==> config.mk <==
export PLATFORM = sky130hd
export DESIGN_NAME = arc4_ctrl_flat
export DESIGN_NICKNAME = d
export VERILOG_FILES = /design/src/rtl/arc4_pkg.sv /design/src/rtl/arc4_ctrl_if.sv /design/src/rtl/arc4_ctrl_s_port_mux.sv /design/src/rtl/arc4_ctrl.sv /design/src/flat_wrapper.sv
export SDC_FILE = /design/constraint.sdc
export NUM_CORES = 1
export LEC_CHECK = 0
export BUFFER_PORTS_ARGS = -buffer_cell sky130_fd_sc_hd__buf_2
export CORE_MARGIN = 4
export CORE_UTILIZATION = 30
export CTS_CLUSTER_DIAMETER = 100
export DETAILED_ROUTE_END_ITERATION = 8
export SYNTH_ARGS = -nofsm -noshare
export SYNTH_HDL_FRONTEND = slang
export SYNTH_SLANG_ARGS = --single-unit
==> constraint.sdc <==
create_clock -name clk -period 2.7 [get_ports clk]
set_clock_uncertainty 0.15 [all_clocks]
set_input_delay 0.27 -clock clk [delete_from_list [all_inputs] [get_ports clk]]
set_output_delay 0.27 -clock clk [all_outputs]
set_load 0.05 [all_outputs]
==> src/rtl/arc4_pkg.sv <==
// arc4_pkg -- shared types and constants for the ARC4 decrypt controller.
//   ctrl_state_t : sequencer states (three phases, each START/GAP/WAIT)
//   s_owner_t    : which engine currently owns the single-port S memory
//   phase_owner  : owner implied by a state (NONE outside the phases)
//   phase_next   : successor of a state along the nominal path
package arc4_pkg;

  localparam int S_AW  = 8;
  localparam int S_DW  = 8;
  localparam int N_ENG = 3;   // init, ksa, prga; lane index = owner - 1

  typedef enum logic [3:0] {
    IDLE,
    INIT_START, INIT_GAP, INIT_WAIT,
    KSA_START,  KSA_GAP,  KSA_WAIT,
    PRGA_START, PRGA_GAP, PRGA_WAIT,
    DONE,
    ERR
  } ctrl_state_t;

  typedef enum logic [1:0] {
    NONE,
    INIT,
    KSA,
    PRGA
  } s_owner_t;

  function automatic s_owner_t phase_owner(input ctrl_state_t s);
    case (s)
      INIT_START, INIT_GAP, INIT_WAIT: return INIT;
      KSA_START,  KSA_GAP,  KSA_WAIT:  return KSA;
      PRGA_START, PRGA_GAP, PRGA_WAIT: return PRGA;
      default:                         return NONE;
    endcase
  endfunction

  // The last WAIT of each phase chains into the next phase's START,
  // and the PRGA phase falls through to DONE.
  function automatic ctrl_state_t phase_next(input ctrl_state_t s);
    case (s)
      INIT_START: return INIT_GAP;
      INIT_GAP:   return INIT_WAIT;
      INIT_WAIT:  return KSA_START;
      KSA_START:  return KSA_GAP;
      KSA_GAP:    return KSA_WAIT;
      KSA_WAIT:   return PRGA_START;
      PRGA_START: return PRGA_GAP;
      PRGA_GAP:   return PRGA_WAIT;
      PRGA_WAIT:  return DONE;
      default:    return IDLE;
    endcase
  endfunction

endpackage

==> src/rtl/arc4_ctrl_if.sv <==
// arc4_ctrl_if -- bundle of everything the controller talks to except clk/rst.
//   host side   : en, key in; rdy, key_q, err out
//   engine side : x_rdy, x_s_addr, x_s_wrdata, x_s_wren in; x_en out
//   S memory    : s_addr, s_wrdata, s_wren out
// Modport slave is the controller's view; master is the surroundings
// (host + engines + memory) as seen by whoever drives them.
interface arc4_ctrl_if #(
  parameter int KEY_W = 24
);
  import arc4_pkg::*;

  logic             en;
  logic             rdy;
  logic [KEY_W-1:0] key;
  logic [KEY_W-1:0] key_q;
  logic             err;

  logic             init_en,  ksa_en,  prga_en;
  logic             init_rdy, ksa_rdy, prga_rdy;
  logic [S_AW-1:0]  init_s_addr,   ksa_s_addr,   prga_s_addr;
  logic [S_DW-1:0]  init_s_wrdata, ksa_s_wrdata, prga_s_wrdata;
  logic             init_s_wren,   ksa_s_wren,   prga_s_wren;

  logic [S_AW-1:0]  s_addr;
  logic [S_DW-1:0]  s_wrdata;
  logic             s_wren;

  modport slave (
    input  en, key,
    input  init_rdy, ksa_rdy, prga_rdy,
    input  init_s_addr, ksa_s_addr, prga_s_addr,
    input  init_s_wrdata, ksa_s_wrdata, prga_s_wrdata,
    input  init_s_wren, ksa_s_wren, prga_s_wren,
    output rdy, key_q, err,
    output init_en, ksa_en, prga_en,
    output s_addr, s_wrdata, s_wren
  );

  modport master (
    output en, key,
    output init_rdy, ksa_rdy, prga_rdy,
    output init_s_addr, ksa_s_addr, prga_s_addr,
    output init_s_wrdata, ksa_s_wrdata, prga_s_wrdata,
    output init_s_wren, ksa_s_wren, prga_s_wren,
    input  rdy, key_q, err,
    input  init_en, ksa_en, prga_en,
    input  s_addr, s_wrdata, s_wren
  );

endinterface

==> src/rtl/arc4_ctrl_s_port_mux.sv <==
// s_port_mux -- combinational 3:1 mux of engine S-port requests onto the
// single-port S memory.
//   owner      : registered grant from the sequencer
//   eng_*      : per-engine address / write data / write enable, lane 0=init,
//                1=ksa, 2=prga
//   s_*        : memory-side request; all zero when owner is NONE, so a
//                non-owner write enable can never reach the array
module s_port_mux
  import arc4_pkg::*;
(
  input  s_owner_t                    owner,
  input  logic [N_ENG-1:0][S_AW-1:0]  eng_addr,
  input  logic [N_ENG-1:0][S_DW-1:0]  eng_wrdata,
  input  logic [N_ENG-1:0]            eng_wren,
  output logic [S_AW-1:0]             s_addr,
  output logic [S_DW-1:0]             s_wrdata,
  output logic                        s_wren
);

  always_comb begin
    s_addr   = '0;
    s_wrdata = '0;
    s_wren   = 1'b0;
    for (int i = 0; i < N_ENG; i++) begin
      if (owner == s_owner_t'(i + 1)) begin
        s_addr   = eng_addr[i];
        s_wrdata = eng_wrdata[i];
        s_wren   = eng_wren[i];
      end
    end
  end

endmodule

==> src/rtl/arc4_ctrl.sv <==
// arc4_ctrl -- top-level sequencer for the ARC4 decrypt datapath.
// One accepted start runs init, ksa and prga in order, each via an en/rdy
// handshake, while arbitrating the single-port S memory for whichever engine
// is active. A per-phase watchdog converts a hung engine into a sticky err.
//   clk, rst : clock, synchronous active-high reset
//   bus      : arc4_ctrl_if.slave -- host en/rdy/key/key_q/err, engine
//              x_en/x_rdy and S requests, muxed S-memory port
// Per phase: START holds until the engine is idle and fires x_en for exactly
// that cycle, GAP skips the cycle in which the engine has not yet dropped
// rdy, WAIT watches for completion and counts toward the timeout.
module arc4_ctrl
  import arc4_pkg::*;
#(
  parameter int TIMEOUT_CYCLES = 65535,
  parameter int KEY_W          = 24
) (
  input logic        clk,
  input logic        rst,
  arc4_ctrl_if.slave bus
);

  localparam logic [15:0] WD_LAST = 16'(TIMEOUT_CYCLES - 1);

  ctrl_state_t      state;
  ctrl_state_t      nxt;
  s_owner_t         owner;
  logic [15:0]      wd;
  logic             cur_rdy;
  logic             rdy_q;
  logic             err_q;
  logic [KEY_W-1:0] key_q;

  assign nxt = phase_next(state);

  // rdy of the engine belonging to the current phase
  always_comb begin
    cur_rdy = 1'b0;
    case (phase_owner(state))
      INIT:    cur_rdy = bus.init_rdy;
      KSA:     cur_rdy = bus.ksa_rdy;
      PRGA:    cur_rdy = bus.prga_rdy;
      default: cur_rdy = 1'b0;
    endcase
  end

  // Start pulses are gated by the engine's own rdy so a busy engine
  // simply holds the sequencer in START without a pulse.
  assign bus.init_en = (state == INIT_START) & bus.init_rdy;
  assign bus.ksa_en  = (state == KSA_START)  & bus.ksa_rdy;
  assign bus.prga_en = (state == PRGA_START) & bus.prga_rdy;

  assign bus.rdy   = rdy_q;
  assign bus.err   = err_q;
  assign bus.key_q = key_q;

  always_ff @(posedge clk) begin
    if (rst) begin
      state <= IDLE;
      owner <= NONE;
      rdy_q <= 1'b1;
      err_q <= 1'b0;
      key_q <= '0;
      wd    <= '0;
    end else begin
      case (state)
        IDLE: begin
          if (bus.en) begin
            key_q <= bus.key;
            err_q <= 1'b0;
            rdy_q <= 1'b0;
            owner <= INIT;     // grant before the pulse so first access is live
            state <= INIT_START;
          end
        end
        INIT_START, KSA_START, PRGA_START: begin
          if (cur_rdy) state <= nxt;
        end
        INIT_GAP, KSA_GAP, PRGA_GAP: begin
          wd    <= '0;
          state <= nxt;
        end
        INIT_WAIT, KSA_WAIT, PRGA_WAIT: begin
          if (cur_rdy) begin
            state <= nxt;
            owner <= phase_owner(nxt);   // next engine, or NONE into DONE
          end else if (wd == WD_LAST) begin
            state <= ERR;
            owner <= NONE;
            err_q <= 1'b1;
          end else begin
            wd <= wd + 16'd1;
          end
        end
        DONE, ERR: begin
          state <= IDLE;
          rdy_q <= 1'b1;
        end
        default: begin
          state <= IDLE;
          owner <= NONE;
          rdy_q <= 1'b1;
        end
      endcase
    end
  end

  s_port_mux u_mux (
    .owner      (owner),
    .eng_addr   ({bus.prga_s_addr,   bus.ksa_s_addr,   bus.init_s_addr}),
    .eng_wrdata ({bus.prga_s_wrdata, bus.ksa_s_wrdata, bus.init_s_wrdata}),
    .eng_wren   ({bus.prga_s_wren,   bus.ksa_s_wren,   bus.init_s_wren}),
    .s_addr     (bus.s_addr),
    .s_wrdata   (bus.s_wrdata),
    .s_wren     (bus.s_wren)
  );

endmodule

==> src/flat_wrapper.sv <==
// flat-port wrapper written by rule: the top's interface ports become plain ports
module arc4_ctrl_flat import arc4_pkg::*;
#(
  parameter int TIMEOUT_CYCLES = 65535,
  parameter int KEY_W          = 24
)
  (clk, rst, bus_en, bus_key, bus_init_rdy, bus_ksa_rdy, bus_prga_rdy, bus_init_s_addr, bus_ksa_s_addr, bus_prga_s_addr, bus_init_s_wrdata, bus_ksa_s_wrdata, bus_prga_s_wrdata, bus_init_s_wren, bus_ksa_s_wren, bus_prga_s_wren, bus_rdy, bus_key_q, bus_err, bus_init_en, bus_ksa_en, bus_prga_en, bus_s_addr, bus_s_wrdata, bus_s_wren);
  arc4_ctrl_if #(.KEY_W(KEY_W)) bus_i ();
  input logic clk;
  input logic rst;
  input wire logic [$bits(bus_i.en)-1:0] bus_en;
  input wire logic [$bits(bus_i.key)-1:0] bus_key;
  input wire logic [$bits(bus_i.init_rdy)-1:0] bus_init_rdy;
  input wire logic [$bits(bus_i.ksa_rdy)-1:0] bus_ksa_rdy;
  input wire logic [$bits(bus_i.prga_rdy)-1:0] bus_prga_rdy;
  input wire logic [$bits(bus_i.init_s_addr)-1:0] bus_init_s_addr;
  input wire logic [$bits(bus_i.ksa_s_addr)-1:0] bus_ksa_s_addr;
  input wire logic [$bits(bus_i.prga_s_addr)-1:0] bus_prga_s_addr;
  input wire logic [$bits(bus_i.init_s_wrdata)-1:0] bus_init_s_wrdata;
  input wire logic [$bits(bus_i.ksa_s_wrdata)-1:0] bus_ksa_s_wrdata;
  input wire logic [$bits(bus_i.prga_s_wrdata)-1:0] bus_prga_s_wrdata;
  input wire logic [$bits(bus_i.init_s_wren)-1:0] bus_init_s_wren;
  input wire logic [$bits(bus_i.ksa_s_wren)-1:0] bus_ksa_s_wren;
  input wire logic [$bits(bus_i.prga_s_wren)-1:0] bus_prga_s_wren;
  output wire logic [$bits(bus_i.rdy)-1:0] bus_rdy;
  output wire logic [$bits(bus_i.key_q)-1:0] bus_key_q;
  output wire logic [$bits(bus_i.err)-1:0] bus_err;
  output wire logic [$bits(bus_i.init_en)-1:0] bus_init_en;
  output wire logic [$bits(bus_i.ksa_en)-1:0] bus_ksa_en;
  output wire logic [$bits(bus_i.prga_en)-1:0] bus_prga_en;
  output wire logic [$bits(bus_i.s_addr)-1:0] bus_s_addr;
  output wire logic [$bits(bus_i.s_wrdata)-1:0] bus_s_wrdata;
  output wire logic [$bits(bus_i.s_wren)-1:0] bus_s_wren;
  assign bus_i.en = bus_en;
  assign bus_i.key = bus_key;
  assign bus_i.init_rdy = bus_init_rdy;
  assign bus_i.ksa_rdy = bus_ksa_rdy;
  assign bus_i.prga_rdy = bus_prga_rdy;
  assign bus_i.init_s_addr = bus_init_s_addr;
  assign bus_i.ksa_s_addr = bus_ksa_s_addr;
  assign bus_i.prga_s_addr = bus_prga_s_addr;
  assign bus_i.init_s_wrdata = bus_init_s_wrdata;
  assign bus_i.ksa_s_wrdata = bus_ksa_s_wrdata;
  assign bus_i.prga_s_wrdata = bus_prga_s_wrdata;
  assign bus_i.init_s_wren = bus_init_s_wren;
  assign bus_i.ksa_s_wren = bus_ksa_s_wren;
  assign bus_i.prga_s_wren = bus_prga_s_wren;
  assign bus_rdy = bus_i.rdy;
  assign bus_key_q = bus_i.key_q;
  assign bus_err = bus_i.err;
  assign bus_init_en = bus_i.init_en;
  assign bus_ksa_en = bus_i.ksa_en;
  assign bus_prga_en = bus_i.prga_en;
  assign bus_s_addr = bus_i.s_addr;
  assign bus_s_wrdata = bus_i.s_wrdata;
  assign bus_s_wren = bus_i.s_wren;
  arc4_ctrl #(.TIMEOUT_CYCLES(TIMEOUT_CYCLES), .KEY_W(KEY_W)) u_core (.clk(clk), .rst(rst), .bus(bus_i));
endmodule
==> out/results.txt <==
Initial drt markers: 172
Area after DPL: 4090 um^2
Initial Util: 31.0%
Worst rel slew slack: 59.0%
Worst hold path type: in2reg
Core Area: 9820 um^2
Crit path to: u_core.nxt[0]
Ant. Diodes: 0
Most frequent cells in the layout: buf_2 (126), nand2_1 (61), buf_4 (49), dfxtp_1 (48), a21oi_1 (33)
Critical Path End Type: flip-flop
Die Y: 109 um
CP arrival: 2.68 ns
Fin. Hold Viols: 0
# port buffers: 126
Vias: 3,194
Worst slew pin tran: 0.606 ns
DP Wirelength: 6.83 mm
Residual DRC count: 0
Cell Count, Final, Fillers Out: 655
Crit-path max FO: 9
H-Tree Level Count: 2
FF-to-FF Start: u_core.state[2]
Clk_lat worst skew: 0.30 ns
Syn_nets: 455
Number of buffers created by CTS: 5
Fmax: 381 MHz
Clock tree buffer depth: 2
Number of synthesized flops with an enable pin: 0
Worst EP required: 2.75 ns
Antenna violations before repair: 0
Mean Syn Cell Area: 8.30 um^2
Final setup violation count: 0
Top FF cell, synth: dfxtp_1
Syn Std Cell Area: 3050 um^2
Die X-Extent: 109 um
Maximum vdd ir drop: 0.000357 V
Design area: 4270 um^2
Drt total wl: 8.77 mm
Final Critical Period: 2.62 ns
Placement Rows: 36
Antenna-violating nets left: 0
Final net count: 610
Vias in the first global route: 2,974
Clock root buffer: clkbuf_8
Synth Warn #: 0
Slew Limit Fails: 0
Routed length per instance: 13.4 um
GRT Overall Usage: 13.7%
DRT Pass-1 Iters: 4
CTS clock-pin slew for the worst setup and hold paths: 0.10 ns
Commonest non-fill, non-tap cell in the layout: buf_2
Grt ovf: 0
Synth unique cells: 55
CP Launch Type: flip-flop
Reg-to-reg endpoint: u_core.nxt[0]
Fillers: 1,004
Worst R2R Setup Slack: 0.08 ns
Asr flop ratio synth: 0%
Vias per std cell: 4.88
CP Class: reg2reg
Largest net degree at the start of global routing: 26
Final Util: 43.4%
Sequential fraction of the synthesis area: 35.5%
First-pass GRT wire length: 13.4 mm
Dpl ws: -0.0980 ns
Max-cap viol count: 0
Sink Count: 54
Routability cong.: 0.877
Die ar.: 11,800 um^2
Yosys reg bits: 54
Post-placement cell count: 644
Post-Synthesis Cells: 367
Area growth syn-to-layout: 40.1%
Crit path from: u_core.state[2]
Pleak: 1.90 nW
CTS tree: built
Ports: 127
Setup TNS Final: 0 ns
Share of layout cells above drive strength 1: 43.9%
Worst r2r path cells: 9
PwrDens: 912 nW/um^2
Status: finished clean
Final Cycle Share: 97.2%
Min setup slack post-route: 0.0764 ns
Total power: 3.89 mW
Min Hold Slack: 0.0432 ns
## flip-flops by register name, summed over array words and instances (netlist names), named ones only
name,flops
u_core.bus.err,1
u_core.bus.key_q,24
u_core.bus.rdy,1
u_core.nxt,4
u_core.owner,2
u_core.state,4
u_core.wd,16
## timing repair
item / 4_1_cts / 5_1_grt
hold buffers: 0 / 0
resized for setup: 5 / 15
pin swaps: 0 / 6
setup buffers: 0 / 4
setup endpoints to repair: 3 / 4
## per-layer routing
metal | wire length (um) | global-route usage, % | vias up
li1 | - | - | 1624
met1 | 3830 | 16.5 | 1476
met2 | 4340 | 24.9 | 86
met3 | 478 | 2.37 | 8
met4 | 118 | 3.43 | 0
met5 | 0 | 0 | -
## synthesized netlist by cell type (all sizes together) (6+ instances only)
cell type  count  share of area (%)
nand2         61                7.5
buf            7                1.3
nand4          8                1.6
mux2          20                7.4
dfxtp         54                 35
o21ai          8                1.4
ha             7                2.9
nor2          29                3.6
nor3           6                1.2
a21oi         36                5.9
a22o          19                5.5
o21a           6                1.5
clkbuf        20                2.5
xor2           8                2.3
nand3          6               0.99
inv            7               0.86
## logic make-up (layout without fill, tap and decap cells)
kind of cell               after synthesis  in the layout  share of synthesized area [%]
buffers and inverters                   34            189                           4.60
xor gates and xnor gates                12             12                           3.45
adders and majority gates                7              7                           2.88
AOI/OAI and AO/OA                       96             96                           22.8
and+or+nand+nor                        140            140                           22.1
DFF                                     54             54                           35.5
muxes                                   24             24                           8.71
## report_power, final
part           internal [mW]  switching, mW  total (mW)  leakage [nW]
sequential             0.953          0.122        1.08         0.443
combinational          0.972           1.40        2.37          1.41
clock                  0.180          0.266       0.447        0.0444
## area by class of cell
class | count | area, um^2 | share of cell area (%)
clock inverters | 2 | 13.8 | 0.323
multi-input cells | 279 | 1900 | 44.5
clock buffers | 5 | 68.8 | 1.61
flip-flops and latches | 54 | 1090 | 25.6
repair buffers | 175 | 998 | 23.4
inverters | 7 | 26.3 | 0.616
well taps | 133 | 166 | 3.90
## worst min-delay path by stage
| stage | cells after the start | slack [ns] | to | from |
|---|---|---|---|---|
| after floorplan | 2 | 0.26 | u_core.bus.key_q[0] | bus_key[0] |
| after global placement | 2 | 0.29 | u_core.bus.key_q[0] | u_core.bus.key_q[0] |
| after detailed placement | 2 | 0.29 | u_core.bus.key_q[17] | u_core.bus.key_q[17] |
| after CTS | 3 | 0.04 | u_core.bus.key_q[21] | bus_key[21] |
| after global routing | 3 | 0.04 | u_core.bus.key_q[14] | bus_key[14] |
| final | 3 | 0.04 | u_core.bus.key_q[17] | bus_key[17] |
## critical path, stage by stage (launching register included)
cell,delay [ns]
dfxtp_4,0.39
buf_4,0.17
o32a_4,0.40
nor3_4,0.25
nor2_4,0.09
a21oi_2,0.19
o21ai_2,0.09
ha_1,0.19
or3_1,0.37
a32o_1,0.25
Note: power is estimated with default switching activity, not from simulation.
